[src/rtl/cp0.sv]
// Coprocessor-0: holds SR, Cause and EPC, decides interrupt/exception entry
// in the M stage and supplies EPC for eret.
module cp0 (
   input  logic        clk,
   input  logic        reset,
   input  logic        en,
   input  logic [4:0]  cp0_addr,
   input  logic [31:0] cp0_in,
   output logic [31:0] cp0_out,
   input  logic [31:0] vpc,
   input  logic        bd_in,
   input  logic [4:0]  exc_code_in,
   input  logic [5:0]  hw_int,
   input  logic        exl_clr,
   output logic [31:0] epc_out,
   output logic        req
);

   localparam logic [4:0] ADDR_SR    = 5'd12;
   localparam logic [4:0] ADDR_CAUSE = 5'd13;
   localparam logic [4:0] ADDR_EPC   = 5'd14;

   logic [5:0]  im;
   logic        exl;
   logic        ie;
   logic        bd;
   logic [5:0]  ip;
   logic [4:0]  exc_code;
   logic [31:0] epc;

   logic        int_req;
   logic        exc_req;
   logic        wr_sr;
   logic        wr_epc;
   logic        unused_cp0_in;

   assign int_req = !exl && ie && ((hw_int & im) != '0);
   assign exc_req = !exl && (exc_code_in != '0);
   assign req     = int_req || exc_req;

   assign wr_sr  = en && !req && (cp0_addr == ADDR_SR);
   assign wr_epc = en && !req && (cp0_addr == ADDR_EPC);

   // Only IM/EXL/IE are implemented in SR; remaining write-data bits are dropped.
   assign unused_cp0_in = ^{cp0_in[31:16], cp0_in[9:2]};

   always_ff @(posedge clk) begin
      if (reset) begin
         im       <= '0;
         exl      <= 1'b0;
         ie       <= 1'b0;
         bd       <= 1'b0;
         ip       <= '0;
         exc_code <= '0;
         epc      <= '0;
      end else begin
         ip <= hw_int;
         if (req) begin
            exl      <= 1'b1;
            bd       <= bd_in;
            exc_code <= int_req ? 5'd0 : exc_code_in;
            epc      <= bd_in ? (vpc - 32'd4) : vpc;
         end else begin
            if (wr_sr) begin
               im  <= cp0_in[15:10];
               ie  <= cp0_in[0];
               exl <= cp0_in[1];
            end
            if (wr_epc)
               epc <= cp0_in;
            // eret overrides an SR write for EXL only
            if (exl_clr)
               exl <= 1'b0;
         end
      end
   end

   always_comb begin
      cp0_out = '0;
      unique case (cp0_addr)
         ADDR_SR:    cp0_out = {16'h0000, im, 8'h00, exl, ie};
         ADDR_CAUSE: cp0_out = {bd, 15'h0000, ip, 3'b000, exc_code, 2'b00};
         ADDR_EPC:   cp0_out = epc;
         default:    cp0_out = '0;
      endcase
   end

   assign epc_out = epc;

endmodule

[config.mk]
export PLATFORM = sky130hd
export DESIGN_NAME = cp0
export DESIGN_NICKNAME = d
export VERILOG_FILES = /design/src/rtl/cp0.sv
export SDC_FILE = /design/constraint.sdc
export NUM_CORES = 1
export LEC_CHECK = 0
export CORE_ASPECT_RATIO = 1.75
export CORE_UTILIZATION = 44
export CTS_BUF_LIST = sky130_fd_sc_hd__clkbuf_4 sky130_fd_sc_hd__clkbuf_8
export DETAILED_ROUTE_END_ITERATION = 6
export PLACE_DENSITY = 0.79
export SETUP_SLACK_MARGIN = 0.02
export SLEW_MARGIN = 20
export SYNTH_ARGS = -nofsm -noshare
export SYNTH_HDL_FRONTEND = slang
export SYNTH_SLANG_ARGS = --single-unit
[constraint.sdc]
create_clock -name clk -period 4.1 [get_ports clk]
set_input_delay 0.615 -clock clk [delete_from_list [all_inputs] [get_ports clk]]
set_output_delay 0.615 -clock clk [all_outputs]
set_load 0.05 [all_outputs]
# After elaboration in Yosys (flattened, before gate mapping)
# Index checks and enable logic that the tools add are counted.
# totals
word_cells,35
regBits,52
out_inout_bits,65
inputBits,85
# op_classes
add_sub_neg,1
reduce_logical,14
n_eq_ne,3
bitwise_logic,2
muxes,8
# ops
cell,n
32-bit 2-to-1 mux,3
32-bit case mux with 3 select lines,1
"32-bit by 3-bit subtractor with 32-bit output, second input constant",1
"5-bit by 4-bit equality test with 1-bit output, second input constant",3
6-bit AND,1
1-bit logical AND,6
6-bit nonzero test,1
5-bit 2-to-1 mux,1
5-bit nonzero test,1
1-bit 2-to-1 mux,3
3-bit nonzero test,1
1-bit logical NOT,2
2-bit AND reduction,1
2-bit nonzero test,1
1-bit logical OR,1
1-bit inverter,1

# Longest topological paths before layout
# depth
depth_word,10
ltp_mapped,6
ltp_nobuf,6

# Worst setup path before layout
# OpenSTA, ideal clock, no wires.
# synth_path
path_kind,input-to-output
start,in cp0_addr[0]
end,out cp0_out[10]
required_time_ps,3485
arrival_ps,2243
path_slack_ps,1242
n_path_buf,2
cell_stages,6
cell_sequence,clkbuf_1 -> nand2b_1 -> nor2_1 -> clkbuf_1 -> nand2_1 -> o21ai_0
# synth_via
elab_chain_cells,2
elab_cells_between_ends,4
# synth_rtl
item,line,rtl
"start, declared",7,"input logic [4:0] cp0_addr,"
5-bit by 4-bit equality test with 1-bit output,80,unique case (cp0_addr)
32-bit case mux with 3 select lines *,80,
"end, declared",9,"output logic [31:0] cp0_out,"
# Mark *: on every way between the ends. The rest lies on a longest branch, timed or not.

# Worst setup path in the final report
# layout_path
start,in cp0_addr[0]
end,out cp0_out[17]
# The elaborated chain is that of the path after synthesis.

==> key figures <==
Clock network
  • Inserted Clock Buffers: 5
  • Worst-Skew Late Latency: 0.32 ns
  • Clock Tree Buf Depth: 2
  • CTS tree: done
  • Root buffer selected by CTS: clkbuf_8
  • CTS clk-pin slew, worst paths: 0.09 ns
  • CTS HTree Levels: 2
  • Hold_buf cts: 0
  • Post CTS Setup Buffer Count: 0
  • CTS resizes: 0
  • Clock sink count: 52

Drt
  • DR vias/cell: 6.48
  • DRC: 0
  • Total wire length: 13,400 um
  • Drt pass-1 iters: 5
  • Iter 0 DRT Violations: roughly 300
  • Vias: 4,186
  • Antenna Nets Post-Route: 0
  • Avg WL per Cell: 20.7 um

STA
  • Final hold vios: 0
  • Slew Viols, Final: 0
  • Min Tclk post-route: between 3 and 4 ns
  • Worst Max-Slew Pin Slew: 0.943 ns
  • Final clock skew: 0.00787 ns
  • Setup TNS Final: 0 ns
  • Slew Limit Headroom: 37.1%
  • Max Fclk: 298 MHz
  • RSZ-0062 raised after global routing: false
  • Final setup viols: 0
  • Tcrit/Tclk final: around 80%

Pwr
  • PwrDens: 256 mW/mm^2
  • Max VDD drop: a little over 0.2 mV
  • Power share of the combinational group: 34.7%
  • Sw Share: a little over a third
  • Sequential share of power: 41.8%
  • Net Sw Power: around 480 uW
  • Clock power share: 23.5%
  • Leak: 1.95 nW
  • Int Pwr: roughly 900 uW

Critical path
  • CP Class: input port to output pin
  • Setup crit start kind: input port
  • Crit path max-delay family: buffers and inverters
  • Arrival time of the worst setup path: 2.74 ns
  • Crit-path most repeated cell: clkdlybuf4s50_1
  • Worst Path Required: 3.48 ns
  • Crit path buffers/inverters: 3
  • Critical path cell sequence: clkdlybuf4s50_1 -> nor2b_2 -> buf_4 -> and3_1 -> clkdlybuf4s50_1
  • Slowest CP cell: clkdlybuf4s50_1
  • CP endpoint kind: output pin
  • CP max stage delay: 0.80 ns
  • Crit path max fanout: 41
  • Reg-to-reg slack, setup: 1.75 ns

Yosys
  • Commonest cells in the netlist: 52 x dfxtp_1, 42 x clkbuf_1, 24 x nand2_1, 22 x mux2i_1, 21 x a211oi_1
  • Sequential fraction of the synthesis area: 28.9%
  • Main synth FF type: dfxtp_1
  • Avg Inst Size Synth: between 8 and 9 um^2
  • Syn nets: 516
  • Leading post-synthesis cells by cell area: dfxtp_1 29%, mux2i_1 6.1%, a211oi_1 4.4%
  • Count leader, synth: dfxtp_1
  • Synth top area share: between 20% and 30%
  • Post-synth EDFFs: 0
  • Async SR Flop Fraction: 0%
  • Post-synth top area cell: dfxtp_1
  • Post-synthesis cell type count: 51
  • Synth Cell Area: 0.00361 mm^2
  • Synth warn: 0
  • Mapped Cells: 430
  • Synth Register Bits: 52

Die
  • Die Ht: 122 um
  • Site row count: 43
  • Die W: about 70 um
  • Die area: between 0.008 and 0.009 mm^2
  • Core area: 0.00791 mm^2
  • I/O pins: 150
  • Initial Util: 45.6%

Finish
  • Layout cells sized above 1: 10.3%
  • Final net count: 641
  • ANT cells: 0
  • Core Util, Final: 68.2%
  • Synthesis-to-layout area growth: 49.7%

Global route
  • Largest net degree at the start of global routing: 43
  • Initial antenna violation count: 0
  • GRT overflow: 0
  • Total track usage: 30.3%
  • First-pass GRT wire length: 20,500 um
  • Via count of the first global-routing pass: 3,948

Status
  • Status: completed

Place
  • Number of port buffers: roughly 150
  • Placed wire-length estimate: 9760 um
  • Routability Congestion: 0.844

Worst hold path
  • Hold crit path type: flip-flop to flip-flop

Run
  • Max Cap Viol: 0
==> per-stage QoR <==
stage | instance area (um^2) | total power [mW] | hold slack [ns] | setup WS [ns] | instances
finish | 5400 | 1.38 | 0.491 | 0.749 | 646
detailed placement | 5300 | 1.06 | 0.479 | 0.758 | 638
global route | 5400 | 1.43 | 0.519 | 0.641 | 646
global placement | 5300 | 1.06 | 0.462 | 0.803 | 638
floorplan | 3610 | 0.840 | 0.447 | 1.24 | 430
CTS | 5400 | 1.38 | 0.492 | 0.752 | 646
==> power groups by stage <==
stage                     registers (mW)  clock network [mW]  logic [mW]
after detailed placement           0.589                   0       0.475
after global placement             0.587                   0       0.469
final                              0.579               0.326       0.480
after floorplan                    0.679                   0       0.161
after global routing               0.583               0.346       0.505
after CTS                          0.577               0.326       0.477
==> placed cells by master (no fill, tap or decap), types with 4 or more instances in the layout <==
| cell | netlist | routed |
|---|---|---|
| and3_1 | 18 | 18 |
| o31a_1 | 17 | 17 |
| or4_1 | 9 | 9 |
| a2111oi_0 | 4 | 4 |
| clkdlybuf4s50_1 | 0 | 134 |
| o41ai_1 | 16 | 16 |
| a211oi_1 | 21 | 21 |
| buf_4 | 0 | 14 |
| buf_12 | 0 | 15 |
| clkbuf_8 | 0 | 6 |
| or3b_2 | 6 | 6 |
| nand2_1 | 24 | 24 |
| nand3b_1 | 4 | 4 |
| nor4bb_1 | 9 | 9 |
| and4_1 | 15 | 15 |
| nand3_1 | 8 | 8 |
| a22o_1 | 11 | 11 |
| o21ai_0 | 11 | 11 |
| xnor2_1 | 6 | 6 |
| or3_1 | 6 | 6 |
| nand4_1 | 13 | 13 |
| dfxtp_1 | 52 | 52 |
| nor2_1 | 6 | 6 |
| nor3_1 | 8 | 8 |
| a31oi_1 | 15 | 15 |
| nor2b_1 | 8 | 7 |
| inv_1 | 6 | 6 |
| nor4_1 | 9 | 9 |
| o31ai_1 | 18 | 18 |
| and2_1 | 4 | 4 |
| a21oi_1 | 8 | 7 |
| mux2i_1 | 22 | 22 |
==> state kept, by name, summed over array words and instances, names as in the netlist <==
signal / flops
bd: 1
epc_out: 32
exc_code: 5
exl: 1
ie: 1
im: 6
ip: 6
==> worst reg2reg max path, stage by stage, from the launching register on <==
cell and delay, ns:
dfxtp_1 0.63, inv_1 0.24, o311a_1 0.18, buf_4 0.24, nor3_2 0.71, mux2i_1 0.27
==> final cells by class <==
type                    count  area, um^2
repair buffers            163        1750
multi-input cells         327        2380
well taps                  90         113
clock buffers               8        97.6
fillers                   661        2510
inverters                   6        22.5
flip-flops and latches     52        1040
==> cells by family (layout without fill, tap and decap cells) <==
| family | count (synthesis) | after routing | synth area share (%) |
|---|---|---|---|
| XOR/XNOR | 9 | 9 | 2.19 |
| adder cells (fa/ha/maj) | 1 | 1 | 0.347 |
| AO/OA/AOI/OAI | 130 | 130 | 27.1 |
| flip-flops | 52 | 52 | 28.9 |
| buffers and inverters | 51 | 177 | 5.38 |
| multiplexers | 22 | 22 | 6.11 |
| AND/OR/NAND/NOR | 165 | 165 | 30.0 |
==> metal layers <==
layer	vias to the layer above	routed length, um	track usage (%)
li1	1966	-	-
met1	1991	4970	34.6
met2	193	7110	54.5
met3	36	784	4.80
met4	0	489	13.5
met5	-	0	0
==> worst paths after layout <==
| kind | start | end | cells past startpoint |
|---|---|---|---|
| worst min register to register | im[4] | im[4] | 2 |
| worst max register to register | exl | im[0] | 5 |
| worst max-delay path | cp0_addr[0] | cp0_out[17] | 5 |
| worst min-delay path | im[4] | im[4] | 2 |
(Power assumes the default switching activity.)
